===== src/rtl/snake_pkg.sv =====
// Shared snake-engine definitions: FSM state encoding and default timing constants
// used by the tick generator and the VGA/CPU timing blocks.
package snake_pkg;

    typedef enum logic [1:0] {
        IDLE   = 2'd0,
        RUN    = 2'd1,
        PAUSED = 2'd2
    } state_t;

    localparam int unsigned BASE_PERIOD_DEF     = 25_000_000;
    localparam int unsigned STEP_DEF            = 3_000_000;
    localparam int unsigned MIN_PERIOD_DEF      = 1_000_000;
    localparam int unsigned LEVEL_W_DEF         = 3;
    localparam int unsigned CNT_W_DEF           = 32;
    localparam int unsigned TICKS_PER_LEVEL_DEF = 64;

endpackage


===== src/rtl/speed_period_calc.sv =====
// Combinational speed level -> tick period, clamped at MIN_PERIOD by a compare
// so a large level can never wrap the subtraction.
module speed_period_calc
    import snake_pkg::*;
#(
    parameter int unsigned BASE_PERIOD = BASE_PERIOD_DEF,
    parameter int unsigned STEP        = STEP_DEF,
    parameter int unsigned MIN_PERIOD  = MIN_PERIOD_DEF,
    parameter int unsigned LEVEL_W     = LEVEL_W_DEF,
    parameter int unsigned CNT_W       = CNT_W_DEF
) (
    input  logic [LEVEL_W-1:0] level,
    output logic [CNT_W-1:0]   period_c
);

    localparam int unsigned PW = CNT_W + LEVEL_W;

    logic [PW-1:0] prod_c;

    assign prod_c   = PW'(level) * PW'(STEP);
    assign period_c = (prod_c >= PW'(BASE_PERIOD - MIN_PERIOD))
                    ? CNT_W'(MIN_PERIOD)
                    : CNT_W'(BASE_PERIOD) - CNT_W'(prod_c);

endmodule


===== src/rtl/move_tick_gen.sv =====
// Game-speed timebase: one-cycle tick per game step at a level-dependent period.
// Define AUTO_SPEEDUP_EN to raise the level every TICKS_PER_LEVEL ticks.
module move_tick_gen
    import snake_pkg::*;
#(
    parameter int unsigned BASE_PERIOD     = BASE_PERIOD_DEF,
    parameter int unsigned STEP            = STEP_DEF,
    parameter int unsigned MIN_PERIOD      = MIN_PERIOD_DEF,
    parameter int unsigned LEVEL_W         = LEVEL_W_DEF,
    parameter int unsigned CNT_W           = CNT_W_DEF,
    parameter int unsigned TICKS_PER_LEVEL = TICKS_PER_LEVEL_DEF
) (
    input  logic               clk,
    input  logic               clr_n,
    input  logic               enable,
    input  logic               pause,
    input  logic               level_wr,
    input  logic [LEVEL_W-1:0] level_in,
    output logic               tick,
    output logic [LEVEL_W-1:0] level,
    output logic [15:0]        tick_cnt
);

    if (MIN_PERIOD < 2 || TICKS_PER_LEVEL < 1) begin : g_bad_cfg
        $error("move_tick_gen: MIN_PERIOD must be >= 2 and TICKS_PER_LEVEL >= 1");
    end

    state_t           state;
    logic [CNT_W-1:0] cnt;
    logic [CNT_W-1:0] period_q;
    logic [CNT_W-1:0] period_c;

    speed_period_calc #(
        .BASE_PERIOD (BASE_PERIOD),
        .STEP        (STEP),
        .MIN_PERIOD  (MIN_PERIOD),
        .LEVEL_W     (LEVEL_W),
        .CNT_W       (CNT_W)
    ) u_calc (
        .level    (level),
        .period_c (period_c)
    );

    // Interval FSM; a PAUSED cycle with pause released counts like RUN so the delay equals the pause length
    always_ff @(posedge clk or negedge clr_n) begin
        if (!clr_n) begin
            state    <= IDLE;
            tick     <= 1'b0;
            tick_cnt <= 16'd0;
            period_q <= CNT_W'(BASE_PERIOD);
            cnt      <= CNT_W'(BASE_PERIOD - 1);
        end else begin
            period_q <= period_c;
            tick     <= 1'b0;
            if (!enable) begin
                state    <= IDLE;
                cnt      <= period_q - CNT_W'(1);
                tick_cnt <= 16'd0;
            end else if (state == IDLE) begin
                state <= RUN;
                cnt   <= period_q - CNT_W'(1);
            end else if (pause) begin
                state <= PAUSED;
            end else begin
                state <= RUN;
                if (cnt == '0) begin
                    tick     <= 1'b1;
                    cnt      <= period_q - CNT_W'(1);
                    tick_cnt <= tick_cnt + 16'd1;
                end else begin
                    cnt <= cnt - CNT_W'(1);
                end
            end
        end
    end

`ifdef AUTO_SPEEDUP_EN
    localparam int unsigned AW = (TICKS_PER_LEVEL > 1) ? $clog2(TICKS_PER_LEVEL) : 1;

    logic          tc_c;
    logic [AW-1:0] auto_cnt;

    assign tc_c = enable && (state != IDLE) && !pause && (cnt == '0);

    // Software writes win over the automatic step and restart the ticks-per-level count
    always_ff @(posedge clk or negedge clr_n) begin
        if (!clr_n) begin
            level    <= '0;
            auto_cnt <= '0;
        end else if (level_wr) begin
            level    <= level_in;
            auto_cnt <= '0;
        end else if (!enable || state == IDLE) begin
            auto_cnt <= '0;
        end else if (tc_c) begin
            if (auto_cnt == AW'(TICKS_PER_LEVEL - 1)) begin
                auto_cnt <= '0;
                if (level != {LEVEL_W{1'b1}}) begin
                    level <= level + LEVEL_W'(1);
                end
            end else begin
                auto_cnt <= auto_cnt + AW'(1);
            end
        end
    end
`else
    always_ff @(posedge clk or negedge clr_n) begin
        if (!clr_n) begin
            level <= '0;
        end else if (level_wr) begin
            level <= level_in;
        end
    end
`endif

endmodule


===== config.mk =====
export PLATFORM = sky130hd
export DESIGN_NAME = move_tick_gen
export DESIGN_NICKNAME = d
export VERILOG_FILES = /design/src/rtl/snake_pkg.sv /design/src/rtl/speed_period_calc.sv /design/src/rtl/move_tick_gen.sv
export SDC_FILE = /design/constraint.sdc
export NUM_CORES = 1
export LEC_CHECK = 0
export BUFFER_PORTS_ARGS = -buffer_cell sky130_fd_sc_hd__buf_2
export CORE_AREA = 2 2 67 133
export CTS_BUF_LIST = sky130_fd_sc_hd__clkbuf_4
export DETAILED_ROUTE_END_ITERATION = 10
export DIE_AREA = 0 0 69 135
export HOLD_SLACK_MARGIN = 0.03
export PLACE_DENSITY = 0.79
export SETUP_SLACK_MARGIN = 0.02
export SYNTH_ARGS = -nofsm -noshare
export SYNTH_HDL_FRONTEND = slang
export SYNTH_SLANG_ARGS = --single-unit

===== constraint.sdc =====
create_clock -name clk -period 5.65 [get_ports clk]
set_clock_uncertainty 0.15 [all_clocks]
set_input_delay 0 -clock clk [delete_from_list [all_inputs] [get_ports clk]]
set_output_delay 0 -clock clk [all_outputs]
set_load 0.02 [all_outputs]

## Word level (Yosys, flattened, before mapping)

Cells that the tools add are included.

| storage, ports and cells | value |
|---|---|
| register bits after elaboration | 86 |
| latch bits | 0 |
| memory bits (writable) | 0 |
| bits in read-only memories | 0 |
| input port bits | 8 |
| output and inout port bits | 20 |
| word-level logic and storage cells | 35 |
| memories kept | 0 |

| cells by class | value |
|---|---|
| add/subtract/negate cells | 4 |
| multipliers | 1 |
| divide/modulo/power cells | 0 |
| $lt $le $gt $ge | 1 |
| eq/ne operators | 4 |
| shift operators | 0 |
| multiplexer cells | 16 |
| bitwise operators | 0 |
| reductions and logical operators | 3 |

Operator list:

| operator | count |
|---|---|
| two-way mux 32 bit | 5 |
| two-way mux 16 bit | 4 |
| subtractor 32 x 1 -> 32 bit, second input constant | 2 |
| zero test 32 bit | 1 |
| subtractor 25 x 25 -> 26 bit, first input constant | 1 |
| >= comparator 25 bit, second input constant | 1 |
| multiplier 3 x 16 -> 19 bit, second input constant | 1 |
| adder 16 x 1 -> 16 bit, second input constant | 1 |
| two-way mux 2 bit | 3 |
| two-way mux 1 bit | 4 |
| inequality test 2 bit, second input constant | 2 |
| inequality test 3 x 2 -> 1 bit, second input constant | 1 |
| AND reduction 3 bit | 1 |
| zero test 2 bit | 1 |
| inequality test 2 x 1 -> 1 bit, second input constant | 1 |

## Depth between registers and ports, before layout

Gate-level depths: netlist (run 1).

| logic depth | value |
|---|---|
| depth after elaboration | 5 |
| gate-level depth with buffers | 13 |
| depth with buffers taken out | 12 |

## Modules after synthesis

Synthesis (run 1) repeated with hierarchy kept, for this count alone.

| unflattened totals | value |
|---|---|
| cells, all modules | 630 |
| area total of the unflattened synthesis | 5815.6 um^2 |

Modules (own cells, without submodules):

| module | times used | cells an instance | area each (um^2) | seq. area each (um^2) |
|---|---|---|---|---|
| move_tick_gen | 1 | 475 | 4669.5 | 2188.3 |
| speed_period_calc | 1 | 155 | 1146.1 | 0.0 |

## Worst setup path before layout (run 1)

Ideal clock, no wire load.

| timing | value |
|---|---|
| kind | register -> register |
| from | reg level[0] |
| to | reg period_q[18] |
| library setup time | 92 ps |
| data arrival time | 3360 ps |
| required time | 5408 ps |
| path slack | 2048 ps |
| stages on the path, launching flop included | 12 |
| path buffers | 0 |
| clock period less this slack | 3602 ps |
| cell sequence | dfrtp_1 > fa_1 > ha_1 > inv_1 > fa_1 > nor3b_1 > o31ai_1 > xnor2_1 > nor2_1 > a21oi_1 > a31oi_1 > or3b_2 |

| on the way | value |
|---|---|
| longest elaborated chain between the ends | 3 |
| elaborated cells between the ends (all ways) | 4 |
| those cells by class | add/sub (1); mul (1); order compare (1); mux (1) |

RTL lines:

| what | RTL line | RTL |
|---|---|---|
| from (decl) | move_tick_gen.sv:20 | `output logic [LEVEL_W-1:0] level,` |
| from (signal assigned) | move_tick_gen.sv:111 | `level <= level_in;` |
| multiplier 3 x 16 -> 19 bit (*) | speed_period_calc.sv:20 | `assign prod_c = PW'(level) * PW'(STEP);` |
| subtractor 25 x 25 -> 26 bit or >= comparator 25 bit (tied branches) | speed_period_calc.sv:23, speed_period_calc.sv:21 |  |
| two-way mux 32 bit (*) | speed_period_calc.sv:22 | `? CNT_W'(MIN_PERIOD)` |
| via period_c[18] | move_tick_gen.sv:31 | `logic [CNT_W-1:0] period_c;` |
| to (signal assigned) | move_tick_gen.sv:50 | `period_q <= CNT_W'(BASE_PERIOD);` |
| to (signal assigned) | move_tick_gen.sv:53 | `period_q <= period_c;` |
| to (decl) | move_tick_gen.sv:30 | `logic [CNT_W-1:0] period_q;` |

Mark *: on every way through the listed nets, which the timed path passes. The rest lies on a longest branch.
A chain may end at the register's enable or synchronous reset.

## Final worst setup path (run 1)

Ends and elaborated chain as after synthesis.

==> results of run 1 <==
-- area by class of cell --
cell class	instances	area share [%]
multi-input combinational	465	54.36
sequential	74	34.23
timing repair buffer	43	5.218
tap	98	2.223
clock buffer	12	1.633
inverter	22	1.497
clock inverter	4	0.7940
antenna	1	0.04537
-- metrics by stage --
| stage | worst slack [ns] | area (µm²) | cells | total power, W | hold slack [ns] |
|---|---|---|---|---|---|
| after floorplan | 2.048 | 5052 | 580 | 0.001225 | -0.4456 |
| after global placement | 1.327 | 5249 | 689 | 0.001359 | 0.05642 |
| after detailed placement | 1.215 | 5249 | 689 | 0.001384 | 0.06159 |
| after CTS | 1.161 | 5513 | 718 | 0.001717 | 0.1763 |
| after global routing | 0.6676 | 5515 | 719 | 0.001827 | 0.2095 |
| final | 1.107 | 5515 | 719 | 0.001721 | 0.1385 |
-- metal layers --
layer	wire length [µm]	vias up	part of all wire [%]	track usage (%)
met1	4281	2161	33	27.06
li1	-	2168	-	-
met4	668	0	5.2	19.39
met3	395	54	3.0	3.657
met2	7614	136	59	57.85
met5	0	-	0	0
-- timing repair --
item                      4_1_cts  5_1_grt
hold endpoints to repair       75        0
gates resized for setup         0        0
hold buffers                   13        0
buffers inserted                0        0
-- sequential cells by signal (all words and copies together) (netlist names) --
register,cells
tick_cnt,16
cnt,32
level,3
state,2
period_q,20
tick,1
-- cell families (layout without fill, tap and decap cells) --
family          Yosys count  after routing
mux                       2              2
compound gates          145            145
xor+xnor                 45             45
flops                    74             74
buf+inv                  41             81
fa+ha+maj                25             25
other cells               1              2
simple gates            247            247
-- worst max path at each step --
stage,startpoint,end,cells past startpoint
after floorplan,level[0]$_DFFE_PN0P_,period_q[18]$_DFF_PN1_,11
after global placement,level[0]$_DFFE_PN0P_,period_q[18]$_DFF_PN1_,10
after detailed placement,level[0]$_DFFE_PN0P_,period_q[18]$_DFF_PN1_,11
after CTS,level[0]$_DFFE_PN0P_,period_q[18]$_DFF_PN1_,11
after global routing,level[0]$_DFFE_PN0P_,period_q[18]$_DFF_PN1_,10
final,level[0]$_DFFE_PN0P_,period_q[18]$_DFF_PN1_,10
-- power by group through the flow --
stage / clock network (W) / logic (W) / registers [W]
CTS: 0.000333 / 0.000547 / 0.000837
detailed placement: 0 / 0.000536 / 0.000848
global placement: 0 / 0.000520 / 0.000840
finish: 0.000327 / 0.000552 / 0.000841
global route: 0.000352 / 0.000612 / 0.000863
floorplan: 0 / 0.000413 / 0.000812
-- worst max-delay path, stage by stage (launching register included) --
cell and delay, ns:
dfrtp_1 0.77, inv_1 0.22, ha_1 0.53, ha_1 0.37
a21oi_1 0.33, nand2_1 0.18, xnor2_1 0.23, a221oi_1 0.38
o211ai_1 0.14, a31oi_1 0.90, or3b_2 0.27
-- layout by cell type, fill, tap and decap left out, drive strengths merged, types with 5 or more instances in the layout --
master / netlist / final
a21oi: 42 / 42
a31oi: 9 / 9
and2: 5 / 5
and3: 7 / 7
buf: 8 / 30
clkbuf: 11 / 12
dfrtp: 45 / 45
dfstp: 29 / 29
dlygate4sd3: 0 / 13
fa: 5 / 5
ha: 20 / 20
inv: 22 / 22
nand2: 37 / 37
nand2b: 12 / 12
nand3: 17 / 17
nand4: 10 / 10
nor2: 81 / 81
nor3: 19 / 19
nor4: 14 / 14
o211ai: 8 / 8
o21a: 5 / 5
o21ai: 45 / 45
or3: 18 / 18
or4: 9 / 9
xnor2: 22 / 22
xor2: 23 / 23
==> flow_summary.yaml, run 1 <==
critical_path:
  rr_startpoint: "level[0]$_DFFE_PN0P_"
  worst_setup_path_end_kind: "register"
  worst-setup-path-type: "reg2reg"
  rr_worst_depth: 10
  critPathArrivalTime_ns: 4.77
  start_kind: "register"
  r2r_end: "period_q[18]$_DFF_PN1_"
  r2r_slack_ns: 1.11
  critPathRequiredTime_ns: 5.87
  crit_fanout: 17
final_layout:
  multi_input_comb_area_um2: 2998
  drive_gt1_share_pct: 15.65
  n_fill_cell: 707
  syn2layout_area_growth_pct: 9.163
  seqCellArea_um2: 1888
  num-nets-final: 648
  utilization_pct: 66.99
clock_network:
  clkLatencyLatePin_ns: 0.44
  htreeDepth: 3
  cts-root-buf: "clkbuf_4"
  cts_tree: "done"
  numCtsBuffers: 9
  cts_buffer_depth: 2
  clkSinkCount: 74
  cts.clk_slew.worst_paths_ns: 0.12
power:
  power.share.clock_pct: 19.0
  power_density_nw_per_um2: 312.0
  p_comb_share_pct: 32.1
  p_int_w: 0.001083
  switching_power_w: 0.0006378
  p_leak_nw: 2.252
  ir_drop_v: 0.0002492
  swShare_pct: 37.07
  seq_power_share_pct: 48.9
die:
  die_h_um: 135
  rows: 47
  initial_utilization_pct: 61.37
  die_area_um2: 9315
  num_io_pins: 28
  coreArea_um2: 8233
  die_x_um: 69
placement:
  port_buffers: 27
  post-dp-hpwl_um: 9766
  place_congestion: 0.9387
logic_synthesis:
  synth.top_cells.by_count: "nor2_1 (79), dfrtp_1 (45), o21ai_0 (43)"
  yosysTopAreaCellShare_pct: 22.29
  yosys_warnings: 0
  synth_enable_flop_cells: 0
  synth_seq_cells: 74
  synth_area_leaders: "dfrtp_1 (22%), dfstp_2 (15%), nor2_1 (5.9%)"
  syn_avg_cell_area_um2: 8.711
  synth_simple_gate_area_share_pct: 26.70
  synth_cell_types: 68
  synth_compound_area_share_pct: 17.41
  muxShareOfSynthArea_pct: 0.4210
  synth_top_cell_by_area: "dfrtp_1"
  syn_inst: 580
  synth_area_um2: 5052
  synth-xor-area-share_pct: 7.801
  synthArstFlopShare_pct: 100.0
  synth-main-ff-cell: "dfrtp_1"
  synth_top_family_by_area: "simple AND/OR/NAND/NOR gates"
  synth_nets: 613
  synth.most_common_cell: "nor2_1"
  ys_seq_area_share_pct: 37.37
  synthAdderAreaFrac_pct: 6.934
detailed_routing:
  ant_nets: 0
  viasPerCell: 6.285
  vias: 4519
  finalWirelength_um: 12960
  drc: 0
  drtIter0Drc: 308
  drt_first_pass_iters: 7
  routedWlPerCell_um: 18.02
global_route:
  antenna_found_initial: 1
  grt_overflow: 0
  grt_usage_pct: 29.32
  grt_pass1_vias: 4668
  grt_pass1_wl_um: 21880
  grt_max_degree: 75
sta:
  grt_setup_unrepaired: "no"
  drv_slew: 0
  period_minus_slack_ns: 4.543
  setup_viol: 0
  finalSetupTns_ns: 0
  report.final.hold_viol_count: 0
  fmax_ghz: 0.2201
  worst_pin_slew_ns: 1.256
  finalCritPeriodShare_pct: 80.42
  slew_headroom_pct: 15.91
job:
  cap_violations: 0
run_status:
  outcome: "finished clean"
hold_path:
  worst_hold_path_type: "in2async"
Power figures use the tool's default switching activity.
==> run 2: changes to the inputs <==
--- a/config.mk
+++ b/config.mk
@@ -6,12 +6,12 @@
 export NUM_CORES = 1
 export LEC_CHECK = 0
 export BUFFER_PORTS_ARGS = -buffer_cell sky130_fd_sc_hd__buf_2
-export CORE_AREA = 2 2 67 133
+export CORE_AREA = 2 2 69 137
 export CTS_BUF_LIST = sky130_fd_sc_hd__clkbuf_4
 export DETAILED_ROUTE_END_ITERATION = 10
-export DIE_AREA = 0 0 69 135
+export DIE_AREA = 0 0 71 139
 export HOLD_SLACK_MARGIN = 0.03
-export PLACE_DENSITY = 0.79
+export PLACE_DENSITY = 0.78
 export SETUP_SLACK_MARGIN = 0.02
 export SYNTH_ARGS = -nofsm -noshare
 export SYNTH_HDL_FRONTEND = slang
==> constraint.sdc (replaced) <==
create_clock -name clk -period 4.1 [get_ports clk]
set_clock_uncertainty 0.15 [all_clocks]
set_input_delay 0 -clock clk [delete_from_list [all_inputs] [get_ports clk]]
set_output_delay 0 -clock clk [all_outputs]
set_load 0.02 [all_outputs]
==> run 2 against run 1 <==
Flip-flop and latch count stayed put. Largest power group unchanged. Clock power grew 18%. Non-clock buffer count is 10 higher. Final area up 1.0%. Register-to-register slack worse by 0.70 ns. Worst setup slack worse by 0.70 ns.
==> flow_summary.yaml, run 2 (same netlist as run 1, synthesis figures left out) <==
sta:
  holdWs_ns: 0.1084
  drv_slew: 0
  grt_setup_unrepaired: "no"
  period_minus_slack_ns: 3.691
  worst_pin_slew_ns: 1.022
  setup_viol: 0
  finalCritPeriodShare_pct: 90.02
  finalSetupTns_ns: 0
  report.final.hold_viol_count: 0
  fmax_ghz: 0.2710
  worst_slack_ns: 0.4094
  slew_headroom_pct: 31.89
clock_network:
  cts_buffer_depth: 2
  cts_tree: "done"
  cts-root-buf: "clkbuf_4"
  ctsHoldBuffers: 12
  post_cts_buffers: 0
  cts_resized: 0
  clkSinkCount: 74
  htreeDepth: 3
  clkLatencyLatePin_ns: 0.44
  cts.clk_slew.worst_paths_ns: 0.12
  numCtsBuffers: 9
die:
  coreArea_um2: 8890
  num_io_pins: 28
  rows: 49
  die_h_um: 139
  die_area_um2: 9869
  die_x_um: 71
  initial_utilization_pct: 56.83
power:
  swShare_pct: 37.81
  p_leak_nw: 2.287
  power.share.clock_pct: 16.7
  power_density_nw_per_um2: 415.3
  ir_drop_v: 0.0002234
  p_comb_share_pct: 33.4
  total_power_w: 0.002313
  p_int_w: 0.001439
  switching_power_w: 0.0008746
  seq_power_share_pct: 49.9
final_layout:
  largest-register: "cnt"
  mostFrequentLayoutCells: "nor2_1 (79), dfrtp_1 (45), o21ai_0 (43)"
  syn2layout_area_growth_pct: 10.25
  num-nets-final: 658
  final_area_um2: 5570
  top_regs: "cnt: 32 flops, period_q: 20 flops, tick_cnt: 16 flops"
  drive_gt1_share_pct: 17.14
  n_fill_cell: 805
  largest_register_ffs: 32
  final_common_cell: "nor2_1"
global_route:
  grt_pass1_wl_um: 21010
  grt_pass1_vias: 4695
  grt_usage_pct: 26.78
  antenna_found_initial: 1
  grt_max_degree: 48
  grt_overflow: 0
critical_path:
  max_stage_delay_ns: 0.54
  start_kind: "register"
  slowest_stage: "ha_1"
  worst-setup-path-type: "reg2reg"
  path_cells: "inv_1, ha_1, inv_1, ha_1, nor2_1, mux2_2, a211oi_1, nor2_1, a21oi_1, a31oi_1, or3b_2"
  worst_setup_path_end_kind: "register"
  critPathArrivalTime_ns: 3.89
  critPathRequiredTime_ns: 4.30
  crit_fanout: 12
placement:
  place_ws_ns: 0.4409
  post-dp-hpwl_um: 9903
  placed_area_um2: 5336
  port_buffers: 27
  place_congestion: 0.9890
detailed_routing:
  ant_nets: 0
  drt_first_pass_iters: 5
  finalWirelength_um: 12660
  viasPerCell: 6.252
  drc: 0
  vias: 4583
  routedWlPerCell_um: 17.26
  drtIter0Drc: 300
hold_path:
  worst_hold_path_type: "in2async"
run_status:
  outcome: "finished clean"
job:
  cap_violations: 0
-- run 2: routing by layer --
| metal | wire (µm) | GRT usage, % |
|---|---|---|
| met5 | 0 | 0 |
| met4 | 794 | 19.66 |
| met3 | 357 | 3.488 |
| met2 | 7425 | 52.24 |
| met1 | 4078 | 23.27 |
-- run 2: final cells by class --
class,count,area (µm²),area share (%)
Clock buffer,12,90.09,1.617
Inverter,22,82.58,1.482
Timing Repair Buffer,53,360.3,6.469
Sequential cell,74,1888,33.89
Antenna cell,1,2.502,0.04492
Clock inverter,4,21.27,0.3819
Tap cell,102,127.6,2.291
Multi-Input combinational cell,465,2998,53.82
-- run 2: worst paths after layout --
| check | end | depth (start not counted) | startpoint | slack (ns) |
|---|---|---|---|---|
| setup / recovery | period_q[18]$_DFF_PN1_ | 11 | level[1]$_DFFE_PN0P_ | 0.41 |
| hold / removal | cnt[28]$_DFFE_PN0P_ | 2 | clr_n | 0.11 |
| setup reg to reg | period_q[18]$_DFF_PN1_ | 11 | level[1]$_DFFE_PN0P_ | 0.41 |
| hold reg to reg | cnt[19]$_DFFE_PN1P_ | 2 | cnt[19]$_DFFE_PN1P_ | 0.34 |
| max in group asynchronous | cnt[12]$_DFFE_PN1P_ | 3 | clr_n | 2.68 |
| min in group clk | level[0]$_DFFE_PN0P_ | 3 | level_wr | 0.22 |
-- run 2: power by group through the flow --
stage	logic [W]	clock network (W)	registers (W)
finish	0.000773	0.000386	0.00115
global route	0.000866	0.000430	0.00117
global placement	0.000745	0	0.00115
floorplan	0.000569	0	0.00112
CTS	0.000772	0.000399	0.00115
detailed placement	0.000759	0	0.00116
-- run 2: critical path, delay by kind of cell, from the launching register on --
kind / cells / cell delay [ns]
muxes: 1 / 0.29
and+or+nand+nor: 3 / 0.79
AOI/OAI and AO/OA: 3 / 0.82
DFF: 1 / 0.45
buffers and inverters: 2 / 0.21
adders and majority gates: 2 / 0.89
-- run 2: through the flow --
stage	instances	utilization (%)
finish	733	62.66
global route	733	62.66
CTS	732	62.63
detailed placement	704	60.03
global placement	704	60.03
floorplan	580	-
==> run 3: changes to the inputs <==
--- a/config.mk
+++ b/config.mk
@@ -6,12 +6,11 @@
 export NUM_CORES = 1
 export LEC_CHECK = 0
 export BUFFER_PORTS_ARGS = -buffer_cell sky130_fd_sc_hd__buf_2
-export CORE_AREA = 2 2 69 137
-export CTS_BUF_LIST = sky130_fd_sc_hd__clkbuf_4
+export CORE_AREA = 2 2 71 140
 export DETAILED_ROUTE_END_ITERATION = 10
-export DIE_AREA = 0 0 71 139
+export DIE_AREA = 0 0 73 142
 export HOLD_SLACK_MARGIN = 0.03
-export PLACE_DENSITY = 0.78
+export PLACE_DENSITY = 0.75
 export SETUP_SLACK_MARGIN = 0.02
 export SYNTH_ARGS = -nofsm -noshare
 export SYNTH_HDL_FRONTEND = slang
==> run 3 against run 2 <==
Fmax down 1.4%. Clock-buffer cell count unchanged. Sequential share of layout area down 1.5 points. Via count down 0.15%. Routed wire length up 0.52%. Register-to-register slack worse by 0.05 ns. Worst setup slack worse by 0.052 ns. Combinational power down 0.9%. Final cell count up 0.41%. Die area up 5.0%. Hold slack better by 0.10 ns. Global-route usage down 1.1 points.
==> flow_summary.yaml, run 3 (same netlist as run 1, synthesis figures left out) <==
global_route:
  grt_max_degree: 45
  grt_overflow: 0
  grt_pass1_vias: 4584
  grt_usage_pct: 25.72
  antenna_found_initial: 0
  grt_pass1_wl_um: 20520
power:
  switching_power_w: 0.0009130
  ir_drop_v: 0.0002649
  total_power_w: 0.002825
  p_leak_nw: 2.400
  power_density_nw_per_um2: 485.2
  p_int_w: 0.001912
  power.share.clock_pct: 32.1
  swShare_pct: 32.32
  seq_power_share_pct: 40.8
  p_comb_share_pct: 27.1
detailed_routing:
  drtIter0Drc: 366
  routedWlPerCell_um: 17.28
  finalWirelength_um: 12720
  vias: 4576
  viasPerCell: 6.217
  drc: 0
  drt_first_pass_iters: 5
  ant_nets: 0
final_layout:
  largest_register_ffs: 32
  n_fill_cell: 778
  multi_input_comb_area_um2: 2998
  syn2layout_area_growth_pct: 15.23
  top_regs: "cnt: 32 flops, period_q: 20 flops, tick_cnt: 16 flops"
  seqCellArea_um2: 1888
  mostFrequentLayoutCells: "nor2_1 (79), dfrtp_1 (45), o21ai_0 (43)"
  final_common_cell: "nor2_1"
  drive_gt1_share_pct: 17.09
  n_antenna_cell: 0
  num-nets-final: 660
  largest-register: "cnt"
sta:
  drv_slew: 0
  worst_pin_slew_ns: 0.9779
  finalSetupTns_ns: 0
  report.final.hold_viol_count: 0
  setup_viol: 0
  slew_headroom_pct: 34.81
  worst_slack_ns: 0.3570
  fmax_ghz: 0.2672
  period_minus_slack_ns: 3.743
  grt_setup_unrepaired: "no"
  holdWs_ns: 0.2107
  finalCritPeriodShare_pct: 91.29
critical_path:
  path_common_cell: "fa_1"
  slowest_stage: "fa_1"
  path_cells: "buf_4, fa_1, ha_1, inv_1, fa_1, nor3b_1, o31ai_1, xnor2_1, nor2_1, a21oi_1, a31oi_1, or3b_2"
  worst-setup-path-type: "reg2reg"
  crit_family: "adder cells"
  path_buf_inv: 2
  critPathRequiredTime_ns: 4.20
  max_stage_delay_ns: 0.51
  crit_fanout: 8
  worst_setup_path_end_kind: "register"
  start_kind: "register"
  critPathArrivalTime_ns: 3.85
clock_network:
  htreeDepth: 3
  cts.clk_slew.worst_paths_ns: 0.06
  cts_tree: "done"
  clkSinkCount: 74
  cts_buffer_depth: 2
  cts-root-buf: "clkbuf_16"
  numCtsBuffers: 9
  clkLatencyLatePin_ns: 0.34
  post_cts_buffers: 0
hold_path:
  worst_hold_path_type: "in2async"
placement:
  place_ws_ns: 0.3594
  post-dp-hpwl_um: 9766
  port_buffers: 27
  place_congestion: 0.9571
die:
  die_area_um2: 10370
  num_io_pins: 28
  rows: 50
  die_h_um: 142
  initial_utilization_pct: 54.20
  coreArea_um2: 9321
  die_x_um: 73
run_status:
  outcome: "finished clean"
job:
  cap_violations: 0
==> run 3: cell types whose count changed in the layout (fill, tap and decap cells not counted), sizes merged <==
cell,before,now
buf,41,42
bufinv,0,3
clkinv,3,1
clkinvlp,1,0
diode,1,0
dlygate4sd3,12,13
==> run 3: power by group through the flow <==
stage | Combinational (W) | Clock, W | Sequential [W]
final | 0.000766 | 0.000906 | 0.00115
after floorplan | 0.000569 | 0 | 0.00112
after global placement | 0.000737 | 0 | 0.00115
after global routing | 0.000850 | 0.000956 | 0.00118
after CTS | 0.000766 | 0.000927 | 0.00115
after detailed placement | 0.000751 | 0 | 0.00116
==> run 3: layer usage <==
metal  share of wire [%]  vias to the layer above  routed length [µm]  track usage (%)
met4                 7.4                        0                 940            20.66
met1                  33                     2190                4246            21.56
li1                    -                     2191                   -                -
met2                  56                      134                7183            49.45
met5                   0                        -                   0                0
met3                 2.8                       61                 351            3.824
==> run 3: what timing repair did <==
action | CTS | global route
hold buffers | 13 | 0
endpoints found under the setup margin | 0 | 0
hold endpoints to repair | 50 | 0
gates resized for setup | 0 | 0
==> run 3: area by class of cell <==
type / instances / area share, %
multi-input cells: 465 / 51.49
clock inverters: 4 / 1.698
clock buffers: 12 / 4.234
inverters: 22 / 1.418
flip-flops and latches: 74 / 32.43
well taps: 104 / 2.235
repair buffers: 55 / 6.490
==> run 3: path summary, 6_finish.rpt <==
check                      slack, ns            startpoint                     end  depth (start not counted)
hold / removal                  0.21                 clr_n     cnt[28]$_DFFE_PN0P_                          2
min in group clk                0.31              level_wr    level[0]$_DFFE_PN0P_                          3
setup reg to reg                0.36  level[1]$_DFFE_PN0P_  period_q[18]$_DFF_PN1_                         12
setup / recovery                0.36  level[1]$_DFFE_PN0P_  period_q[18]$_DFF_PN1_                         12
max in group asynchronous       2.59                 clr_n     cnt[12]$_DFFE_PN1P_                          3
hold reg to reg                 0.34   cnt[18]$_DFFE_PN1P_     cnt[18]$_DFFE_PN1P_                          2
==> run 3: stage by stage <==
stage | util (%) | cells | cell area [µm²]
floorplan | - | 580 | 5052
global placement | 57.36 | 707 | 5346
detailed placement | 57.36 | 707 | 5346
CTS | 62.46 | 736 | 5822
global route | 62.46 | 736 | 5822
finish | 62.46 | 736 | 5822
==> run 3: worst register-to-register path, delay by kind of cell, from the launching register on <==
family                   cells  cell delay [ns]
AND/OR/NAND/NOR              3             0.81
flip-flops                   1             0.41
AO/OA/AOI/OAI                3             0.71
adder cells (fa/ha/maj)      3             1.11
XOR/XNOR                     1             0.23
buffers and inverters        2             0.24
